`src/rtl/c906_irq_pkg.sv`:
```
// Shared constants and types for the C906 interrupt conditioning stage.
// Register offsets are the low 5 bits of the APB byte address.
package c906_irq_pkg;

  localparam int NUM_IRQ_DEF = 40;
  localparam int APB_AW_DEF  = 12;

  localparam logic [4:0] MASK_LO  = 5'h00;
  localparam logic [4:0] MASK_HI  = 5'h04;
  localparam logic [4:0] MODE_LO  = 5'h08;
  localparam logic [4:0] MODE_HI  = 5'h0C;
  localparam logic [4:0] PEND_LO  = 5'h10;
  localparam logic [4:0] PEND_HI  = 5'h14;
  localparam logic [4:0] RAW_LO   = 5'h18;
  localparam logic [4:0] RAW_HI   = 5'h1C;
  localparam logic [4:0] ADDR_MAX = 5'h1C;

  typedef enum logic [1:0] {
    IDLE   = 2'd0,
    SETUP  = 2'd1,
    ACCESS = 2'd2
  } apb_state_e;

endpackage

```
`src/rtl/c906_irq_if.sv`:
```
// APB3 bus bundle for the interrupt conditioning stage.
// The slave modport is used by c906_irq_ctrl; the master side is the bus fabric.
interface c906_irq_apb_if #(
  parameter int APB_AW = 12
);
  logic              apb_psel;
  logic              apb_penable;
  logic              apb_pwrite;
  logic [APB_AW-1:0] apb_paddr;
  logic [31:0]       apb_pwdata;
  logic [31:0]       apb_prdata;
  logic              apb_pready;
  logic              apb_pslverr;

  modport slave (
    input  apb_psel, apb_penable, apb_pwrite, apb_paddr, apb_pwdata,
    output apb_prdata, apb_pready, apb_pslverr
  );

  modport master (
    output apb_psel, apb_penable, apb_pwrite, apb_paddr, apb_pwdata,
    input  apb_prdata, apb_pready, apb_pslverr
  );
endinterface

```
`src/rtl/c906_irq_sync.sv`:
```
// Two-flop synchroniser bank for interrupt sources arriving from other clock domains.
// Only instantiated when C906_IRQ_SYNC_EN is defined.
module c906_irq_sync #(
  parameter int WIDTH = 40
) (
  input  logic             clk_i,
  input  logic             rst_i,
  input  logic [WIDTH-1:0] d_i,
  output logic [WIDTH-1:0] q_o
);

  logic [WIDTH-1:0] meta_q;
  logic [WIDTH-1:0] sync_q;

  always_ff @(posedge clk_i or posedge rst_i) begin
    if (rst_i) begin
      meta_q <= '0;
      sync_q <= '0;
    end else begin
      meta_q <= d_i;
      sync_q <= meta_q;
    end
  end

  assign q_o = sync_q;

endmodule

```
`src/rtl/c906_irq_ctrl.sv`:
```
// Interrupt conditioning for the C906 PLIC input: sync, edge/level select, sticky pending, mask.
// Define C906_IRQ_SYNC_EN to put a 2-flop synchroniser on every source.
//   state  | meaning
//   IDLE   | no transfer; prdata/pslverr held at 0
//   SETUP  | setup phase captured; response registered and driven during access phase
//   ACCESS | access phase completed; writes committed on this edge
module c906_irq_ctrl
  import c906_irq_pkg::*;
#(
  parameter int NUM_IRQ = NUM_IRQ_DEF,
  parameter int APB_AW  = APB_AW_DEF
) (
  input  logic               pll_core_cpuclk,
  input  logic               pad_cpu_rst,
  input  logic [NUM_IRQ-1:0] irq_src,
  c906_irq_apb_if.slave      apb,
  output logic [NUM_IRQ-1:0] xx_intc_int
);

  localparam int HI_W = NUM_IRQ - 32;

  apb_state_e         state_q, state_d;
  logic [NUM_IRQ-1:0] mask_q, mask_d;
  logic [NUM_IRQ-1:0] mode_q, mode_d;
  logic [NUM_IRQ-1:0] pend_q, pend_d;
  logic [NUM_IRQ-1:0] hist_q;
  logic [NUM_IRQ-1:0] int_q;
  logic [NUM_IRQ-1:0] src_s;
  logic [NUM_IRQ-1:0] clr;
  logic [31:0]        prdata_q, prdata_d;
  logic               pslverr_q, pslverr_d;
  logic [31:0]        rd_word;
  logic               addr_err;
  logic               wr_commit;
  logic [63:0]        mask_x, mode_x, pend_x, raw_x;

`ifdef C906_IRQ_SYNC_EN
  c906_irq_sync #(.WIDTH(NUM_IRQ)) u_sync (
    .clk_i (pll_core_cpuclk),
    .rst_i (pad_cpu_rst),
    .d_i   (irq_src),
    .q_o   (src_s)
  );
`else
  assign src_s = irq_src;
`endif

  assign addr_err = (apb.apb_paddr > {{(APB_AW-5){1'b0}}, ADDR_MAX}) ||
                    (apb.apb_paddr[1:0] != 2'b00);

  always_comb begin
    state_d = IDLE;
    if (apb.apb_psel && !apb.apb_penable) begin
      state_d = SETUP;
    end else if (apb.apb_psel && apb.apb_penable && (state_q == SETUP)) begin
      state_d = ACCESS;
    end
  end

  assign wr_commit = (state_d == ACCESS) && apb.apb_pwrite && !addr_err;

  assign mask_x = 64'(mask_q);
  assign mode_x = 64'(mode_q);
  assign pend_x = 64'(pend_q);
  assign raw_x  = 64'(src_s);

  always_comb begin
    rd_word = '0;
    case (apb.apb_paddr[4:0])
      MASK_LO: rd_word = mask_x[31:0];
      MASK_HI: rd_word = mask_x[63:32];
      MODE_LO: rd_word = mode_x[31:0];
      MODE_HI: rd_word = mode_x[63:32];
      PEND_LO: rd_word = pend_x[31:0];
      PEND_HI: rd_word = pend_x[63:32];
      RAW_LO:  rd_word = raw_x[31:0];
      RAW_HI:  rd_word = raw_x[63:32];
      default: rd_word = '0;
    endcase
  end

  // Response is captured on the setup edge so it is stable for the whole access phase.
  always_comb begin
    prdata_d  = '0;
    pslverr_d = 1'b0;
    if (state_d == SETUP) begin
      pslverr_d = addr_err;
      if (!addr_err && !apb.apb_pwrite) begin
        prdata_d = rd_word;
      end
    end
  end

  always_comb begin
    mask_d = mask_q;
    mode_d = mode_q;
    clr    = '0;
    if (wr_commit) begin
      case (apb.apb_paddr[4:0])
        MASK_LO: mask_d = {mask_q[NUM_IRQ-1:32], apb.apb_pwdata};
        MASK_HI: mask_d = {apb.apb_pwdata[HI_W-1:0], mask_q[31:0]};
        MODE_LO: mode_d = {mode_q[NUM_IRQ-1:32], apb.apb_pwdata};
        MODE_HI: mode_d = {apb.apb_pwdata[HI_W-1:0], mode_q[31:0]};
        PEND_LO: clr    = {{HI_W{1'b0}}, apb.apb_pwdata};
        PEND_HI: clr    = {apb.apb_pwdata[HI_W-1:0], 32'h0};
        default: ;
      endcase
    end
    // Edge bits: new edge beats a same-cycle clear. Level bits just follow the source.
    pend_d = (mode_q & ((pend_q & ~clr) | (src_s & ~hist_q))) | (~mode_q & src_s);
  end

  always_ff @(posedge pll_core_cpuclk or posedge pad_cpu_rst) begin
    if (pad_cpu_rst) begin
      state_q   <= IDLE;
      mask_q    <= '0;
      mode_q    <= '0;
      pend_q    <= '0;
      hist_q    <= '0;
      int_q     <= '0;
      prdata_q  <= '0;
      pslverr_q <= 1'b0;
    end else begin
      state_q   <= state_d;
      mask_q    <= mask_d;
      mode_q    <= mode_d;
      pend_q    <= pend_d;
      hist_q    <= src_s;
      int_q     <= pend_q & mask_q;
      prdata_q  <= prdata_d;
      pslverr_q <= pslverr_d;
    end
  end

  assign apb.apb_prdata  = prdata_q;
  assign apb.apb_pslverr = pslverr_q;
  assign apb.apb_pready  = 1'b1;
  assign xx_intc_int     = int_q;

endmodule

```
`src/flat_wrapper.sv`:
```
// flat-port wrapper written by rule: the top's interface ports become plain ports
module c906_irq_ctrl_flat import c906_irq_pkg::*;
#(
  parameter int NUM_IRQ = NUM_IRQ_DEF,
  parameter int APB_AW  = APB_AW_DEF
)
  (pll_core_cpuclk, pad_cpu_rst, irq_src, xx_intc_int, apb_apb_psel, apb_apb_penable, apb_apb_pwrite, apb_apb_paddr, apb_apb_pwdata, apb_apb_prdata, apb_apb_pready, apb_apb_pslverr);
  c906_irq_apb_if #(.APB_AW(APB_AW)) apb_i ();
  input  logic pll_core_cpuclk;
  input  logic pad_cpu_rst;
  input  logic [NUM_IRQ-1:0] irq_src;
  output logic [NUM_IRQ-1:0] xx_intc_int;
  input wire logic [$bits(apb_i.apb_psel)-1:0] apb_apb_psel;
  input wire logic [$bits(apb_i.apb_penable)-1:0] apb_apb_penable;
  input wire logic [$bits(apb_i.apb_pwrite)-1:0] apb_apb_pwrite;
  input wire logic [$bits(apb_i.apb_paddr)-1:0] apb_apb_paddr;
  input wire logic [$bits(apb_i.apb_pwdata)-1:0] apb_apb_pwdata;
  output wire logic [$bits(apb_i.apb_prdata)-1:0] apb_apb_prdata;
  output wire logic [$bits(apb_i.apb_pready)-1:0] apb_apb_pready;
  output wire logic [$bits(apb_i.apb_pslverr)-1:0] apb_apb_pslverr;
  assign apb_i.apb_psel = apb_apb_psel;
  assign apb_i.apb_penable = apb_apb_penable;
  assign apb_i.apb_pwrite = apb_apb_pwrite;
  assign apb_i.apb_paddr = apb_apb_paddr;
  assign apb_i.apb_pwdata = apb_apb_pwdata;
  assign apb_apb_prdata = apb_i.apb_prdata;
  assign apb_apb_pready = apb_i.apb_pready;
  assign apb_apb_pslverr = apb_i.apb_pslverr;
  c906_irq_ctrl #(.NUM_IRQ(NUM_IRQ), .APB_AW(APB_AW)) u_core (.pll_core_cpuclk(pll_core_cpuclk), .pad_cpu_rst(pad_cpu_rst), .irq_src(irq_src), .apb(apb_i), .xx_intc_int(xx_intc_int));
endmodule
```
`config.mk`:
```
export PLATFORM = sky130hd
export DESIGN_NAME = c906_irq_ctrl_flat
export DESIGN_NICKNAME = d
export VERILOG_FILES = /design/src/rtl/c906_irq_pkg.sv /design/src/rtl/c906_irq_if.sv /design/src/rtl/c906_irq_sync.sv /design/src/rtl/c906_irq_ctrl.sv /design/src/flat_wrapper.sv
export SDC_FILE = /design/constraint.sdc
export NUM_CORES = 1
export LEC_CHECK = 0
export CORE_AREA = 8 8 152 154
export DETAILED_ROUTE_END_ITERATION = 8
export DIE_AREA = 0 0 160 162
export PLACE_DENSITY = 0.75
export SYNTH_ARGS = -nofsm -noshare
export SYNTH_HDL_FRONTEND = slang
export SYNTH_SLANG_ARGS = --single-unit
```
`constraint.sdc`:
```
create_clock -name pll_core_cpuclk -period 8.5 [get_ports pll_core_cpuclk]
set_input_delay 1.7 -clock pll_core_cpuclk [delete_from_list [all_inputs] [get_ports pll_core_cpuclk]]
set_output_delay 1.7 -clock pll_core_cpuclk [all_outputs]
set_load 0.03 [all_outputs]
```
# Word level (Yosys, flattened, before mapping)
# Cells that the tools add are included.
totals:
  reg_bits: 235
  input_bits: 89
  output_inout_bits: 74
  wordCells: 61
classes:
  magnitude_cmp: 1
  n_eq_ne: 10
  muxes: 10
  n_bitwise: 14
  reduce_logical: 16
ops:
  columns: ["operator", "count"]
  rows:
  - ["one-hot mux 32 bit (8 select lines)", 1]
  - ["one-hot mux 40 bit (2 select lines)", 3]
  - ["AND 40 bit", 5]
  - ["NOT 40 bit", 3]
  - ["OR 40 bit", 2]
  - ["two-way mux 32 bit", 2]
  - ["two-way mux 40 bit", 1]
  - ["equality test 5 bit, second input constant", 4]
  - ["greater-than comparator 12 x 5 -> 1 bit, second input constant", 1]
  - ["AND reduction 3 bit", 4]
  - ["equality test 5 x 4 -> 1 bit, second input constant", 2]
  - ["logical AND 1 bit", 6]
  - ["equality test 5 x 3 -> 1 bit, second input constant", 1]
  - ["logical NOT 5 bit", 1]
  - ["equality test 2 x 1 -> 1 bit, second input constant", 2]
  - ["two-way mux 2 bit", 2]
  - ["NOT 1 bit", 4]
  - ["logical NOT 1 bit", 3]
  - ["equality test 2 bit, second input constant", 1]
  - ["nonzero test 2 bit", 1]
  - ["logical OR 1 bit", 1]
  - ["two-way mux 1 bit", 1]

# Depth between registers and ports, before layout
depth:
  ltp_word: 13
  depth_mapped: 7
  mapped_depth_nobuf: 4

# Worst setup path before layout
# Ideal clock, no wire load.
synth_timing:
  kind: "input-to-reg"
  start: "input port apb_apb_paddr[4]"
  end: "register u_core.mask_q[32]"
  setup_time_ns: 0.125
  t_arrival_ns: 3.061
  required_time_ns: 8.375
  slack_ns: 5.313
  path_stages: 6
  n_path_buf: 2
  cell_sequence: "or4b_1 buf_2 nor2_2 and3_1 buf_6 mux2_4"
synth_via:
  elab_chain_cells: 5
  word_cells_on_any_way: 8
  classes_between: "order compare (1); eq/ne (1); bitwise (1); reduce/logical (5)"
synth_rtl:
  columns: ["element", "line_no", "source"]
  rows:
  - ["from (decl)", "flat_wrapper.sv:16", "input wire logic [$bits(apb_i.apb_paddr)-1:0] apb_apb_paddr;"]
  - ["greater-than comparator 12 x 5 -> 1 bit", "c906_irq_ctrl.sv:48", "assign addr_err = (apb.apb_paddr > {{(APB_AW-5){1'b0}}, ADDR_MAX}) ||"]
  - ["logical OR 1 bit", "c906_irq_ctrl.sv:48", null]
  - ["logical NOT 1 bit", "c906_irq_ctrl.sv:60", "assign wr_commit = (state_d == ACCESS) && apb.apb_pwrite && !addr_err;"]
  - ["logical AND 1 bit", "c906_irq_ctrl.sv:60", null]
  - ["AND reduction 3 bit (no line) *", null, null]
  - ["to (signal assigned)", "c906_irq_ctrl.sv:125", "mask_q <= mask_d;"]
  - ["to (decl)", "c906_irq_ctrl.sv:23", "logic [NUM_IRQ-1:0] mask_q, mask_d;"]
# Mark *: on every way between the ends. The rest lies on a longest branch, timed or not.
# A chain may end at the register's enable or synchronous reset.

# Worst setup path in the final report
layout_timing:
  start: "input port apb_apb_pwrite"
  end: "register u_core.mode_q[10]"
layout_via:
  elab_chain_cells: 3
layout_rtl:
  columns: ["element", "line_no", "source"]
  rows:
  - ["from (decl)", "flat_wrapper.sv:15", "input wire logic [$bits(apb_i.apb_pwrite)-1:0] apb_apb_pwrite;"]
  - ["logical AND 1 bit (2 in a row)", "c906_irq_ctrl.sv:60", null]
  - ["AND reduction 3 bit (no line)", null, null]
  - ["to (signal assigned)", "c906_irq_ctrl.sv:126", "mode_q <= mode_d;"]
  - ["to (decl)", "c906_irq_ctrl.sv:24", "logic [NUM_IRQ-1:0] mode_q, mode_d;"]
# No other way between the ends.

==> run metrics <==
number of maximum-capacitance violations 0; antenna violations before repair 1; weighted congestion reported at the end of routability-driven placement 0.782; CP Launch Type input port; dpl hpwl 16.4 mm; buffer type at the clock tree root sky130_fd_sc_hd__clkbuf_16; Reg power frac 47.9%; leakage power figure 5.44 nW; switching power summed over all nets 0.524 mW; Worst Path Arrival 5.00 ns; Net Sw Frac 21.8%; DRT antenna net count 0; count of final setup violators 0; placement row count 53; CTS tree built; most frequently used cell type in the post-synthesis netlist sky130_fd_sc_hd__dfrtp_1; Worst Min Path Start u_core.pend_q[11]; DRC 0; final layout net count 1065; combinational cell fraction of total power 6.1%; width of the die 160 um; Synth Net Count 931; Max clock buf depth 3; worst setup slack before clock tree synthesis 3.34 ns; Worst Setup Slack, final 3.90 ns; total grt overflow 0; source-to-sink clock delay at the later pin of the worst-skew pair 0.52 ns; Reg2Reg Depth 4; I/O pin cnt 163; CTS sink cnt 235; Slew Limit Fails 0; maximum clock frequency 217 MHz; final routed wirelength across all metal layers 25.6 mm; number of global-route vias before repair 7538; sequential cell area fraction in the yosys report 60.0%; Final period util 54.1%; top area cells in the synthesized netlist sky130_fd_sc_hd__dfrtp_1, sky130_fd_sc_hd__mux2i_1, sky130_fd_sc_hd__o21ai_0; Pwr per Cell Area 194 mW/mm^2; Placed Cells 1224; total via count in the routed design 7237; reg2reg start u_core.state_q[1]; IO buf count 161; Setup Skew 0.0115 ns; Least-Margin Pin Slew 1.19 ns; total of cells resized after clock tree synthesis 0; final cell count without fillers 1269; total negative setup slack 0 ns; Post-synth EDFFs 0; total standard cell area after synthesis 0.00980 mm^2; fraction of layout cells with a size suffix above 1 8.26%; routed vias/inst 5.70; height of the chip 162 um; RSZ-0062 raised after global routing false; flip-flop cell with the highest count after synthesis sky130_fd_sc_hd__dfrtp_1; worst min-delay path category register to register; CP required 8.90 ns; clock share of power 46.0%; kind of critical path input port to register; peak ir drop on the vdd network 0.169 mV; Critical R2R Capture u_core.mode_q[10]; Yosys top cell area share 60.0%; post-layout utilization of the core 59.9%; unique cell type count in the Yosys netlist 37; wire length of the first global-routing pass 41.8 mm; Critical Path Source apb_apb_pwrite; Max-Slew Margin vs Limit 21.0%; largest area contributor in the synthesized netlist sky130_fd_sc_hd__dfrtp_1; starting density of the core 47.3%; Clock H-tree levels 1; run status finished, final reports clean; internal power 1.87 mW; pin count of the biggest net entering global routing 149; area grow syn2layout 26.5%; area of the core region 0.0207 mm^2; cts bufs inserted 25; ranking of synthesized cells by instance count sky130_fd_sc_hd__dfrtp_1, sky130_fd_sc_hd__o21ai_0, sky130_fd_sc_hd__nand2_1, sky130_fd_sc_hd__mux2i_1, sky130_fd_sc_hd__and2_1; GRT Resource Usage Total 19.8%; minimum clock period 4.60 ns; register bit count reported by yosys 235; clk slew on worst S/H paths 0.06 ns; number of hold buffers added after CTS 0; buffer count from post-CTS setup fixing 0; worst-path fanout max 34; number of DRC markers after the initial detailed-route iteration 622; minimum setup slack among reg-to-reg paths 5.36 ns; CP Capture Type register; fraction of synthesis flops using an asynchronous set or reset pin 100%; YS warnings 0; routed length per placed instance 20.2 um; Hold Slack 0.504 ns; TritonRoute pass-1 iters 6; die area 0.0259 mm^2; critical path endpoint u_core.mode_q[10]; post-synthesis instance total 842; hold violation total from the final report 0; syn avg cell area 11.6 um^2
critical path, stage by stage:
cell and delay (ns):
sky130_fd_sc_hd__clkdlybuf4s50_1 0.49, sky130_fd_sc_hd__nor4b_1 0.40, sky130_fd_sc_hd__and4_2 0.85, sky130_fd_sc_hd__nand3_1 1.03
sky130_fd_sc_hd__o21ai_0 0.49
worst min-delay path by stage:
stage | end | slack (ns) | cells after the start
after global routing | u_core.xx_intc_int[1] | 0.53 | 1
after global placement | u_core.xx_intc_int[1] | 0.49 | 1
after detailed placement | u_core.xx_intc_int[0] | 0.49 | 1
after CTS | u_core.xx_intc_int[0] | 0.51 | 1
after floorplan | u_core.xx_intc_int[0] | 0.47 | 1
final | u_core.xx_intc_int[11] | 0.50 | 1
metal layers:
metal / vias to the layer above / track usage, % / wire length (um) / part of all wire [%]
met5: - / 0 / 0 / 0
li1: 3307 / - / - / -
met1: 3604 / 25.8 / 10900 / 43
met3: 49 / 4.07 / 1690 / 6.6
met4: 0 / 7.56 / 678 / 2.6
met2: 277 / 32.1 / 12300 / 48
cells in the final DEF (no fill, tap or decap), drive strengths merged, types with 16 or more instances in the layout:
master         instances
nand4                 41
clkdlybuf4s50        160
mux2i                 64
nor2                  37
dfrtp                235
clkbuf                35
mux2                  16
a32o                  40
and2                  42
o22a                  24
o21ai                128
nand2                108
metrics by stage:
step	area, um^2	power (mW)
finish	12400	2.40
global route	12400	2.48
CTS	12400	2.42
detailed placement	11500	1.32
global placement	11500	1.31
floorplan	9800	1.24
final cells by class:
type                            instances  area (um^2)
Fill cell                            1658         8300
Sequential cell                       235         5880
Multi-Input combinational cell        543         3630
Timing Repair Buffer                  168         1660
Clock buffer                           35          743
Tap cell                              275          344
Clock inverter                          9          108
Inverter                                3         18.8
Antenna cell                            1         2.50
sequential cells by signal, indices dropped and copies added (netlist names):
register,count
u_core.apb.apb_pslverr,1
u_core.state_q,2
u_core.apb.apb_prdata,32
u_core.hist_q,40
u_core.pend_q,40
u_core.xx_intc_int,40
u_core.mode_q,40
u_core.mask_q,40
kinds of logic after synthesis:
family / Yosys count / synth area share, %
and+or+nand+nor: 246 / 12.5
DFF: 235 / 60.0
buffers and inverters: 64 / 2.95
AOI/OAI and AO/OA: 208 / 13.7
muxes: 88 / 10.8
other: 1 / 0.0383
power by group through the flow:
| stage | Combinational (mW) | Clock (mW) | Sequential (mW) |
|---|---|---|---|
| 2_1_floorplan | 0.0728 | 0 | 1.17 |
| 3_3_place_gp | 0.145 | 0 | 1.17 |
| 3_5_place_dp | 0.148 | 0 | 1.17 |
| 4_1_cts | 0.149 | 1.12 | 1.15 |
| 5_1_grt | 0.161 | 1.17 | 1.15 |
| 6_report | 0.147 | 1.10 | 1.15 |
Note: power is estimated with default switching activity, not from simulation.
